`src/rtl/counter_pkg.sv`:
```
// rtl/counter_pkg.sv - shared state encoding and count width for the counter and its monitor
package counter_pkg;

    localparam int CNT_W = 3;

    typedef enum logic [1:0] {
        UNLOCKED = 2'd0,
        SYNCING  = 2'd1,
        LOCKED   = 2'd2
    } state_t;

endpackage

```
`src/rtl/counter_seq_monitor_if.sv`:
```
// rtl/counter_seq_monitor_if.sv - sample/control inputs and status outputs of the sequence monitor
interface counter_seq_monitor_if #(
    parameter int WIDTH  = 3,
    parameter int WRAP_W = 8,
    parameter int ERR_W  = 4
);
    logic              en;
    logic [WIDTH-1:0]  cnt_in;
    logic              clr_err;
    logic              locked;
    logic              err;
    logic              err_pulse;
    logic              wrap_pulse;
    logic [WRAP_W-1:0] wrap_count;
    logic [ERR_W-1:0]  err_count;

    modport master (
        output en, cnt_in, clr_err,
        input  locked, err, err_pulse, wrap_pulse, wrap_count, err_count
    );

    modport slave (
        input  en, cnt_in, clr_err,
        output locked, err, err_pulse, wrap_pulse, wrap_count, err_count
    );
endinterface

```
`src/rtl/sat_counter.sv`:
```
// rtl/sat_counter.sv - saturating event counter with synchronous clear
module sat_counter #(
    parameter int W = 4
) (
    input  logic         clk,
    input  logic         rst,
    input  logic         inc,
    input  logic         clr,
    output logic [W-1:0] count
);
    localparam logic [W-1:0] MAX = '1;

    // A clear coinciding with a new event keeps that event, so the count restarts at 1.
    always_ff @(posedge clk or negedge rst) begin
        if (!rst) begin
            count <= '0;
        end else if (clr) begin
            count <= inc ? W'(1) : '0;
        end else if (inc && count != MAX) begin
            count <= count + W'(1);
        end
    end
endmodule

```
`src/rtl/counter_seq_monitor.sv`:
```
// rtl/counter_seq_monitor.sv - checks that a count bus advances by one per enabled sample
module counter_seq_monitor
    import counter_pkg::*;
#(
    parameter int WIDTH    = CNT_W,
    parameter int LOCK_LEN = 4,
    parameter int WRAP_W   = 8,
    parameter int ERR_W    = 4
) (
    input  logic clk,
    input  logic rst,
    counter_seq_monitor_if.slave bus
);
    localparam logic [WIDTH-1:0] MAX_V  = '1;
    localparam logic [3:0]       LOCK_N = 4'(LOCK_LEN);

    state_t            state_q, state_d;
    logic [WIDTH-1:0]  prev_q;
    logic [WIDTH-1:0]  exp_v;
    logic [3:0]        run_q, run_d;
    logic              match;
    logic              mismatch;
    logic              wrap;
    logic              locked_q, err_q, err_pulse_q, wrap_pulse_q;
    logic [WRAP_W-1:0] wrap_count_q;

    assign exp_v = prev_q + WIDTH'(1);
    assign match = (bus.cnt_in == exp_v);

    always_comb begin
        state_d  = state_q;
        run_d    = run_q;
        mismatch = 1'b0;
        wrap     = 1'b0;
        if (bus.en) begin
            case (state_q)
                UNLOCKED: begin
                    run_d   = '0;
                    state_d = SYNCING;
                end
                SYNCING: begin
                    if (match) begin
                        run_d = run_q + 4'd1;
                        if (run_d == LOCK_N) state_d = LOCKED;
                    end else begin
                        run_d = '0;
                    end
                end
                LOCKED: begin
                    if (!match) begin
                        mismatch = 1'b1;
                        run_d    = '0;
                        state_d  = SYNCING;
                    end else if (prev_q == MAX_V) begin
                        // A correct increment from the maximum value is necessarily max->0.
                        wrap = 1'b1;
                    end
                end
                default: state_d = UNLOCKED;
            endcase
        end
    end

    always_ff @(posedge clk or negedge rst) begin
        if (!rst) begin
            state_q      <= UNLOCKED;
            prev_q       <= '0;
            run_q        <= '0;
            locked_q     <= 1'b0;
            err_q        <= 1'b0;
            err_pulse_q  <= 1'b0;
            wrap_pulse_q <= 1'b0;
            wrap_count_q <= '0;
        end else begin
            state_q      <= state_d;
            run_q        <= run_d;
            locked_q     <= (state_d == LOCKED);
            err_pulse_q  <= mismatch;
            wrap_pulse_q <= wrap;
            if (bus.en) prev_q <= bus.cnt_in;
            if (wrap) wrap_count_q <= wrap_count_q + WRAP_W'(1);
            if (mismatch) begin
                err_q <= 1'b1;
            end else if (bus.clr_err) begin
                err_q <= 1'b0;
            end
        end
    end

    sat_counter #(.W(ERR_W)) u_err_cnt (
        .clk   (clk),
        .rst   (rst),
        .inc   (mismatch),
        .clr   (bus.clr_err),
        .count (bus.err_count)
    );

    assign bus.locked     = locked_q;
    assign bus.err        = err_q;
    assign bus.err_pulse  = err_pulse_q;
    assign bus.wrap_pulse = wrap_pulse_q;
    assign bus.wrap_count = wrap_count_q;
endmodule

```
`src/flat_wrapper.sv`:
```
// flat-port wrapper written by rule: the top's interface ports become plain ports
module counter_seq_monitor_flat import counter_pkg::*;
#(
    parameter int WIDTH    = CNT_W,
    parameter int LOCK_LEN = 4,
    parameter int WRAP_W   = 8,
    parameter int ERR_W    = 4
)
  (clk, rst, bus_en, bus_cnt_in, bus_clr_err, bus_locked, bus_err, bus_err_pulse, bus_wrap_pulse, bus_wrap_count, bus_err_count);
  counter_seq_monitor_if #(.WIDTH(WIDTH), .WRAP_W(WRAP_W), .ERR_W(ERR_W)) bus_i ();
  input  logic clk;
  input  logic rst;
  input wire logic [$bits(bus_i.en)-1:0] bus_en;
  input wire logic [$bits(bus_i.cnt_in)-1:0] bus_cnt_in;
  input wire logic [$bits(bus_i.clr_err)-1:0] bus_clr_err;
  output wire logic [$bits(bus_i.locked)-1:0] bus_locked;
  output wire logic [$bits(bus_i.err)-1:0] bus_err;
  output wire logic [$bits(bus_i.err_pulse)-1:0] bus_err_pulse;
  output wire logic [$bits(bus_i.wrap_pulse)-1:0] bus_wrap_pulse;
  output wire logic [$bits(bus_i.wrap_count)-1:0] bus_wrap_count;
  output wire logic [$bits(bus_i.err_count)-1:0] bus_err_count;
  assign bus_i.en = bus_en;
  assign bus_i.cnt_in = bus_cnt_in;
  assign bus_i.clr_err = bus_clr_err;
  assign bus_locked = bus_i.locked;
  assign bus_err = bus_i.err;
  assign bus_err_pulse = bus_i.err_pulse;
  assign bus_wrap_pulse = bus_i.wrap_pulse;
  assign bus_wrap_count = bus_i.wrap_count;
  assign bus_err_count = bus_i.err_count;
  counter_seq_monitor #(.WIDTH(WIDTH), .LOCK_LEN(LOCK_LEN), .WRAP_W(WRAP_W), .ERR_W(ERR_W)) u_core (.clk(clk), .rst(rst), .bus(bus_i));
endmodule
```
`config.mk`:
```
export PLATFORM = sky130hd
export DESIGN_NAME = counter_seq_monitor_flat
export DESIGN_NICKNAME = d
export VERILOG_FILES = /design/src/rtl/counter_pkg.sv /design/src/rtl/counter_seq_monitor_if.sv /design/src/rtl/sat_counter.sv /design/src/rtl/counter_seq_monitor.sv /design/src/flat_wrapper.sv
export SDC_FILE = /design/constraint.sdc
export NUM_CORES = 1
export LEC_CHECK = 0
export BUFFER_PORTS_ARGS = -buffer_cell sky130_fd_sc_hd__buf_4
export CORE_ASPECT_RATIO = 1.75
export CORE_MARGIN = 2
export CORE_UTILIZATION = 25
export CTS_CLUSTER_SIZE = 10
export DETAILED_ROUTE_END_ITERATION = 10
export PLACE_DENSITY_LB_ADDON = 0.25
export SKIP_LAST_GASP = 1
export SLEW_MARGIN = 40
export SYNTH_ARGS = -nofsm -noshare
export SYNTH_HDL_FRONTEND = slang
export SYNTH_SLANG_ARGS = --single-unit
```
`constraint.sdc`:
```
create_clock -name clk -period 4.5 [get_ports clk]
set_input_delay 0 -clock clk [delete_from_list [all_inputs] [get_ports clk]]
set_output_delay 0 -clock clk [all_outputs]
set_load 0.03 [all_outputs]
```
==> reports/qor.json, run 1 <==
{
  "status": {"value": "finished clean"},
  "worst_setup_path_startpoint": {"value": "u_core.prev_q[0]"},
  "finalWirelength": {"value": 2910, "unit": "um"},
  "yosys.area.top_type": {"value": "dfrtp_1"},
  "placed_cells": {"value": 198},
  "worstPathArrival": {"value": 2.42, "unit": "ns"},
  "power": {"value": 0.434, "unit": "mW"},
  "path_cells": {"value": "ha_1 > ha_1 > xor2_2 > nor4_4 > mux2_2"},
  "place_congestion": {"value": 0.834},
  "detailedPlacementHpwl": {"value": 2260, "unit": "um"},
  "cts_tree": {"value": "yes"},
  "first_global_vias": {"value": 1022},
  "final_layout_size_suffix_gt1_share": {"value": 23.2, "unit": "%"},
  "slowest_delay": {"value": 0.54, "unit": "ns"},
  "cts_made_buffers": {"value": 3},
  "placedInstanceArea": {"value": 0.00155, "unit": "mm2"},
  "power.clock.fraction": {"value": 30.5, "unit": "%"},
  "layout.core_utilization": {"value": 31.5, "unit": "%"},
  "finished_cell_area": {"value": 0.00164, "unit": "mm2"},
  "starting_density_of_the_core": {"value": 25.7, "unit": "%"},
  "ys_top_cells_by_count": {"value": "dfrtp_1 (25), nand4_1 (7)"},
  "worst_path_most_repeated_cell": {"value": "ha_1"},
  "final-max-slew-violation-count": {"value": 0},
  "clock_skew": {"value": 0.00677, "unit": "ns"},
  "power.share.switching": {"value": 27.1, "unit": "%"},
  "design.core.area": {"value": 0.00521, "unit": "mm2"},
  "hold_path_depth": {"value": 2},
  "top_level_pins": {"value": 23},
  "initialDrtViolationCount": {"value": 34},
  "fin_tns_setup": {"value": 0, "unit": "ns"},
  "die-height": {"value": 101, "unit": "um"},
  "ctsResizeCount": {"value": 0},
  "synth.cell_area": {"value": 0.00134, "unit": "mm2"},
  "timing.final.hold_violations": {"value": 0},
  "row_count": {"value": 35},
  "power.density_cell_area": {"value": 265, "unit": "mW/mm2"},
  "synth_async_sr_flop_share": {"value": 100, "unit": "%"},
  "first_pass_iters": {"value": 4},
  "yosysMostFrequentCell": {"value": "dfrtp_1"},
  "worst_setup_path_endpoint": {"value": "u_core.bus.wrap_count[1]"},
  "max-cap-violations": {"value": 0},
  "postRouteAntennaNets": {"value": 0},
  "yosys.area.top_type_share": {"value": 46.8, "unit": "%"},
  "unrepaired_setup_endpoints_after_global_routing": {"value": "no"},
  "setup_viol_count_final": {"value": 0},
  "ctsRootBufferMaster": {"value": "clkbuf_8"},
  "number_of_synthesized_flops_with_an_enable_pin": {"value": 0},
  "worst_r2r_endpoint": {"value": "u_core.bus.wrap_count[1]"},
  "rr_startpoint": {"value": "u_core.prev_q[0]"},
  "clock.fmax": {"value": 0.442, "unit": "GHz"},
  "slew_headroom": {"value": 59.7, "unit": "%"},
  "timing.critical_path.buf_inv": {"value": 0},
  "postSynthRegisterBits": {"value": 25},
  "critical_path.slowest_cell": {"value": "nor4_4"},
  "power.leakage": {"value": 0.748, "unit": "nW"},
  "crit_type": {"value": "reg -> reg"},
  "required_worst_endpoint": {"value": 4.66, "unit": "ns"},
  "clock_tree.htree_level_count": {"value": 1},
  "drt-wirelength-per-cell": {"value": 14.1, "unit": "um"},
  "groute.usage.overall": {"value": 10.4, "unit": "%"},
  "mappedNetlistNets": {"value": 138},
  "net-switching-power": {"value": 0.118, "unit": "mW"},
  "cts.reportedPaths.clkPinSlew": {"value": 0.09, "unit": "ns"},
  "rrSetupSlack": {"value": 2.24, "unit": "ns"},
  "grt_start_max_net_pins": {"value": 26},
  "post_synth_num_cell_types": {"value": 38},
  "synth_seq_area_share": {"value": 46.8, "unit": "%"},
  "postSynth.topFlopCell": {"value": "dfrtp_1"},
  "finalCriticalPeriod": {"value": 2.26, "unit": "ns"},
  "power.share.sequential": {"value": 54.5, "unit": "%"},
  "p_int": {"value": 0.316, "unit": "mW"},
  "clk-insertion-delay-late": {"value": 0.26, "unit": "ns"},
  "cp_max_fo": {"value": 9},
  "finish.net_count": {"value": 165},
  "design.die.area": {"value": 0.00597, "unit": "mm2"},
  "n_antenna_cell": {"value": 0},
  "worst_setup_path_end_kind": {"value": "register"},
  "postSynthCellCount": {"value": 125},
  "initial_antenna_violation_count": {"value": 0},
  "synthTopCellsByArea": {"value": "dfrtp_1 (47%), ha_1 (5.6%), xnor2_1 (3.9%)"},
  "path_depth": {"value": 5},
  "die_w": {"value": 59.3, "unit": "um"},
  "depth_of_the_worst_register_to_register_path": {"value": 5},
  "path_delay_family": {"value": "adder cells"},
  "clock_sinks": {"value": 25},
  "irDropWorstVdd": {"value": 121, "unit": "uV"},
  "congestion_overflow_gr": {"value": 0},
  "drc": {"value": 0},
  "vias_per_cell": {"value": 5.05},
  "final-instance-count-excl-fill": {"value": 206},
  "post-route-period-util": {"value": 50.3, "unit": "%"},
  "io_buffers": {"value": 22},
  "worst-slew-pin-transition": {"value": 0.597, "unit": "ns"},
  "vias": {"value": 1041},
  "ys.warnings.count": {"value": 0},
  "combinationalPowerShare": {"value": 15.0, "unit": "%"},
  "synth.avg_cell_area": {"value": 10.7, "unit": "um2"},
  "setup.worst_path.start_class": {"value": "register"},
  "wire_length_of_the_first_global_routing_pass": {"value": 4770, "unit": "um"},
  "areaGrowthSynthToFinish": {"value": 22.5, "unit": "%"},
  "clk_path_buf_depth": {"value": 2},
  "timing.hold.worst.class": {"value": "in -> reg"}
}
==> power by group through the flow <==
stage	sequential [mW]	combinational [mW]	clock [mW]
4_1_cts	0.237	0.0660	0.138
6_report	0.237	0.0651	0.132
5_1_grt	0.238	0.0717	0.146
3_5_place_dp	0.241	0.0631	0
3_3_place_gp	0.241	0.0614	0
2_1_floorplan	0.239	0.0434	0
==> what timing repair did <==
action,in CTS,in global routing
hold endpoints to repair,30,0
hold buffers,4,0
setup buffers,0,0
==> cell usage in the layout, fill, tap and decap left out, types with 4 or more instances in the layout <==
master,netlist,routed
nor3_1,6,6
nand2_1,6,6
dfrtp_1,25,25
inv_1,6,6
nand4_1,7,7
nand3_1,6,6
xnor2_1,6,6
a21oi_1,6,6
ha_1,6,6
buf_4,0,22
nor2_1,5,5
mux2_2,4,4
dlygate4sd3_1,0,4
and3_1,4,4
==> cell type report <==
cell class	count	area, um2
fillers	526	3570
multi-input cells	90	672
flip-flops and latches	25	626
repair buffers	26	205
well taps	55	68.8
clock buffers	4	45.0
inverters	6	22.5
==> state kept, by name (all words and copies together) (netlist names) <==
signal / flops
u_core.run_q: 4
u_core.state_q: 2
u_core.bus.wrap_pulse: 1
u_core.bus.locked: 1
u_core.u_err_cnt.count: 4
u_core.bus.err: 1
u_core.bus.err_pulse: 1
u_core.prev_q: 3
u_core.bus.wrap_count: 8
==> per-layer routing <==
layer / share of wire, % / up-vias / global-route usage, %
li1: - / 517 / -
met1: 41 / 500 / 12.1
met2: 54 / 22 / 18.5
met3: 3.9 / 2 / 1.28
met4: 1.3 / 0 / 4.20
met5: 0 / - / 0
==> how the worst min path moves through the flow <==
stage	from	end	slack, ns
2_1_floorplan	rst	u_core.bus.err	-0.30
3_3_place_gp	rst	u_core.run_q[1]	-0.07
3_5_place_dp	rst	u_core.run_q[0]	-0.07
4_1_cts	bus_cnt_in[1]	u_core.prev_q[1]	0.007
5_1_grt	bus_cnt_in[1]	u_core.prev_q[1]	0.003
6_report	bus_cnt_in[1]	u_core.prev_q[1]	0.01
==> stage by stage <==
step / hold slack, ns / setup slack [ns]
finish: 0.0101 / 2.24
global route: 0.00340 / 2.03
CTS: 0.00684 / 2.20
detailed placement: -0.0704 / 2.22
global placement: -0.0739 / 2.27
floorplan: -0.296 / 2.40
==> worst register-to-register path: cells and delay by family (launching register included) <==
family	cells	cell delay [ns]
xor+xnor	1	0.25
fa+ha+maj	2	0.55
flops	1	0.43
mux	1	0.39
simple gates	1	0.54
==> cell families after synthesis <==
family	after synthesis	share of synthesized area, %
compound gates	21	11.2
xor+xnor	10	8.23
fa+ha+maj	6	5.61
buf+inv	10	2.99
flops	25	46.8
mux	5	4.12
simple gates	48	21.0
Note: power is estimated with default switching activity, not from simulation.
==> inputs of run 2 (changes only) <==
- ABC_AREA: unset -> 1
- clock period: 4.5 -> 2.2 ns (I/O delays scaled with it)
==> reports/qor.json, run 2 <==
{
  "irDropWorstVdd": {"value": 208, "unit": "uV"},
  "ys.warnings.count": {"value": 0},
  "max-cap-violations": {"value": 0},
  "post_cts_setup_buffers": {"value": 0},
  "finalCriticalPeriod": {"value": 1.82, "unit": "ns"},
  "vias": {"value": 1108},
  "number_of_synthesized_flops_with_an_enable_pin": {"value": 0},
  "synth.avg_cell_area": {"value": 7.93, "unit": "um2"},
  "postSynthRegisterBits": {"value": 25},
  "groute.usage.overall": {"value": 10.2, "unit": "%"},
  "clock_tree.htree_level_count": {"value": 1},
  "synthTopCellsByArea": {"value": "dfrtp_1 (47%), nand2_1 (17%), inv_1 (7.9%)"},
  "finish.net_count": {"value": 211},
  "placedInstanceArea": {"value": 0.00155, "unit": "mm2"},
  "worst_r2r_endpoint": {"value": "u_core.bus.wrap_count[6]"},
  "areaGrowthSynthToFinish": {"value": 24.6, "unit": "%"},
  "grt_start_max_net_pins": {"value": 26},
  "post-route-period-util": {"value": 82.9, "unit": "%"},
  "congestion_overflow_gr": {"value": 0},
  "multiInputGateArea": {"value": 584, "unit": "um2"},
  "clock_skew": {"value": 0.00763, "unit": "ns"},
  "clock_sinks": {"value": 25},
  "initial_antenna_violation_count": {"value": 0},
  "io_buffers": {"value": 22},
  "number_of_flip_flops_in_the_largest_register": {"value": 8},
  "yosys.area.top_type_share": {"value": 47.3, "unit": "%"},
  "starting_density_of_the_core": {"value": 25.6, "unit": "%"},
  "power.density_cell_area": {"value": 566, "unit": "mW/mm2"},
  "place_congestion": {"value": 0.775},
  "yosysMostFrequentCell": {"value": "nand2_1"},
  "post_synth_num_cell_types": {"value": 21},
  "finalWirelength": {"value": 2700, "unit": "um"},
  "min_delay_worst_endpoint": {"value": "u_core.prev_q[1]"},
  "drc": {"value": 0},
  "setup.worst_path.start_class": {"value": "register"},
  "most_common_cell_after_layout_fill_and_taps_aside": {"value": "nand2_1"},
  "ff_latch_area": {"value": 626, "unit": "um2"},
  "timing.hold.worst.class": {"value": "in -> reg"},
  "top_level_pins": {"value": 23},
  "setup_viol_count_final": {"value": 0},
  "synth.cell_area": {"value": 0.00132, "unit": "mm2"},
  "final_cell_mix": {"value": "nand2_1 (59), inv_1 (28), dfrtp_1 (25), buf_4 (22)"},
  "status": {"value": "finished clean"},
  "cts_made_buffers": {"value": 3},
  "rr_startpoint": {"value": "u_core.prev_q[0]"},
  "worst_setup_path_end_kind": {"value": "register"},
  "slew_headroom": {"value": 77.7, "unit": "%"},
  "design.core.area": {"value": 0.00517, "unit": "mm2"},
  "worstPathArrival": {"value": 2.00, "unit": "ns"},
  "drt-wirelength-per-cell": {"value": 10.7, "unit": "um"},
  "yosys.area.top_type": {"value": "dfrtp_1"},
  "first_pass_iters": {"value": 3},
  "synth_async_sr_flop_share": {"value": 100, "unit": "%"},
  "fin_tns_setup": {"value": 0, "unit": "ns"},
  "power.leakage": {"value": 0.938, "unit": "nW"},
  "worst-slew-pin-transition": {"value": 0.335, "unit": "ns"},
  "cts_tree": {"value": "yes"},
  "clk-insertion-delay-late": {"value": 0.27, "unit": "ns"},
  "finished_cell_area": {"value": 0.00165, "unit": "mm2"},
  "depth_of_the_worst_register_to_register_path": {"value": 12},
  "ctsRootBufferMaster": {"value": "clkbuf_8"},
  "vias_per_cell": {"value": 4.40},
  "required_worst_endpoint": {"value": 2.38, "unit": "ns"},
  "ys_top_cells_by_count": {"value": "nand2_1 (59), inv_1 (28), dfrtp_1 (25), nand3_1 (10), nor2_1 (10)"},
  "worst_hold_startpoint": {"value": "bus_en"},
  "clk_path_buf_depth": {"value": 2},
  "met2RoutedLength": {"value": 1500, "unit": "um"},
  "design.die.area": {"value": 0.00592, "unit": "mm2"},
  "routed-wl-met3": {"value": 75, "unit": "um"},
  "synth_seq_area_share": {"value": 47.3, "unit": "%"},
  "final_layout_size_suffix_gt1_share": {"value": 16.8, "unit": "%"},
  "clock.fmax": {"value": 0.549, "unit": "GHz"},
  "layout.filler_cells": {"value": 563},
  "first_global_vias": {"value": 1093},
  "postSynthCellCount": {"value": 167},
  "routedLengthMet1": {"value": 1080, "unit": "um"},
  "timing.final.hold_violations": {"value": 0},
  "die_w": {"value": 59.0, "unit": "um"},
  "crit_type": {"value": "reg -> reg"},
  "postSynth.topFlopCell": {"value": "dfrtp_1"},
  "row_count": {"value": 35},
  "final-max-slew-violation-count": {"value": 0},
  "cts.reportedPaths.clkPinSlew": {"value": 0.10, "unit": "ns"},
  "die-height": {"value": 100, "unit": "um"},
  "unrepaired_setup_endpoints_after_global_routing": {"value": "no"},
  "rrSetupSlack": {"value": 0.38, "unit": "ns"},
  "initialDrtViolationCount": {"value": 15},
  "hold_path_depth": {"value": 3},
  "wire_length_of_the_first_global_routing_pass": {"value": 4690, "unit": "um"},
  "detailedPlacementHpwl": {"value": 2110, "unit": "um"},
  "postRouteAntennaNets": {"value": 0},
  "mappedNetlistNets": {"value": 180},
  "highest_layer": {"value": "met4"},
  "cp_max_fo": {"value": 7},
  "n_antenna_cell": {"value": 0}
}
## run 2: changes by cell type in the layout (fill, tap and decap cells not counted), sizes merged, moves of 4 or more
cell | previous run | this run
nor2 | 5 | 12
nand2 | 6 | 60
mux2 | 4 | 0
nand3 | 6 | 11
xnor2 | 7 | 2
a21oi | 6 | 0
inv | 6 | 29
## run 2: worst max-delay path by stage
stage                           from                  endpoint  slack, ns  cells past startpoint
floorplan           u_core.prev_q[0]  u_core.bus.wrap_count[6]       0.51                     12
CTS                 u_core.prev_q[0]  u_core.bus.wrap_count[6]       0.36                     12
global placement    u_core.prev_q[0]  u_core.bus.wrap_count[6]       0.42                     12
global route        u_core.prev_q[0]         u_core.bus.locked       0.24                      9
detailed placement  u_core.prev_q[0]  u_core.bus.wrap_count[6]       0.37                     12
finish              u_core.prev_q[0]  u_core.bus.wrap_count[6]       0.38                     12
## run 2: area by class of cell
cell class              count  area share [%]
repair buffers             27            13.1
multi-input cells         112            35.4
well taps                  55            4.17
clock inverters             1           0.303
flip-flops and latches     25            37.9
inverters                  29            6.60
clock buffers               3            2.50
## run 2: what timing repair did
action / CTS / global route
gates resized for setup: 0 / 0
setup endpoints to repair: 0 / 0
hold buffers: 5 / 0
endpoints found under the hold margin: 28 / 0
## run 2: worst max-delay path, stage by stage (launching register included)
cell and delay (ns):
dfrtp_1 0.41, ha_1 0.21, ha_1 0.30, inv_1 0.06
nand2_1 0.04, nand2_1 0.10, nand3_2 0.11, inv_2 0.11
nand2_4 0.09, nor2_4 0.14, nand2_1 0.07, nand2_1 0.06
nand2_1 0.04
## run 2: metrics by stage
stage	total power [mW]	cells	setup slack, ns	hold WS, ns	utilization, %
4_1_cts	0.951	252	0.364	0.00303	31.9
5_1_grt	0.989	252	0.241	0.0280	31.9
3_3_place_gp	0.654	243	0.418	-0.0676	30.0
2_1_floorplan	0.597	167	0.507	-0.296	-
3_5_place_dp	0.654	243	0.371	-0.0634	30.0
6_report	0.933	252	0.377	0.00258	31.9
## run 2: logic make-up after synthesis
kind of cell,count (synthesis),share of synthesized area (%)
AOI/OAI and AO/OA,8,3.40
xor gates and xnor gates,7,5.20
adders and majority gates,6,5.67
buffers and inverters,30,8.60
DFF,25,47.3
and+or+nand+nor,91,29.9
## run 2: routing by layer
layer,track usage (%),vias to the layer above
met3,1.68,4
li1,-,570
met1,10.7,517
met2,18.9,17
met4,4.72,0
met5,0,-
## run 2: power breakdown
part / internal, mW / switching (mW) / total, mW
sequential: 0.480 / 0.0200 / 0.500
combinational: 0.0582 / 0.0918 / 0.150
clock: 0.127 / 0.156 / 0.283
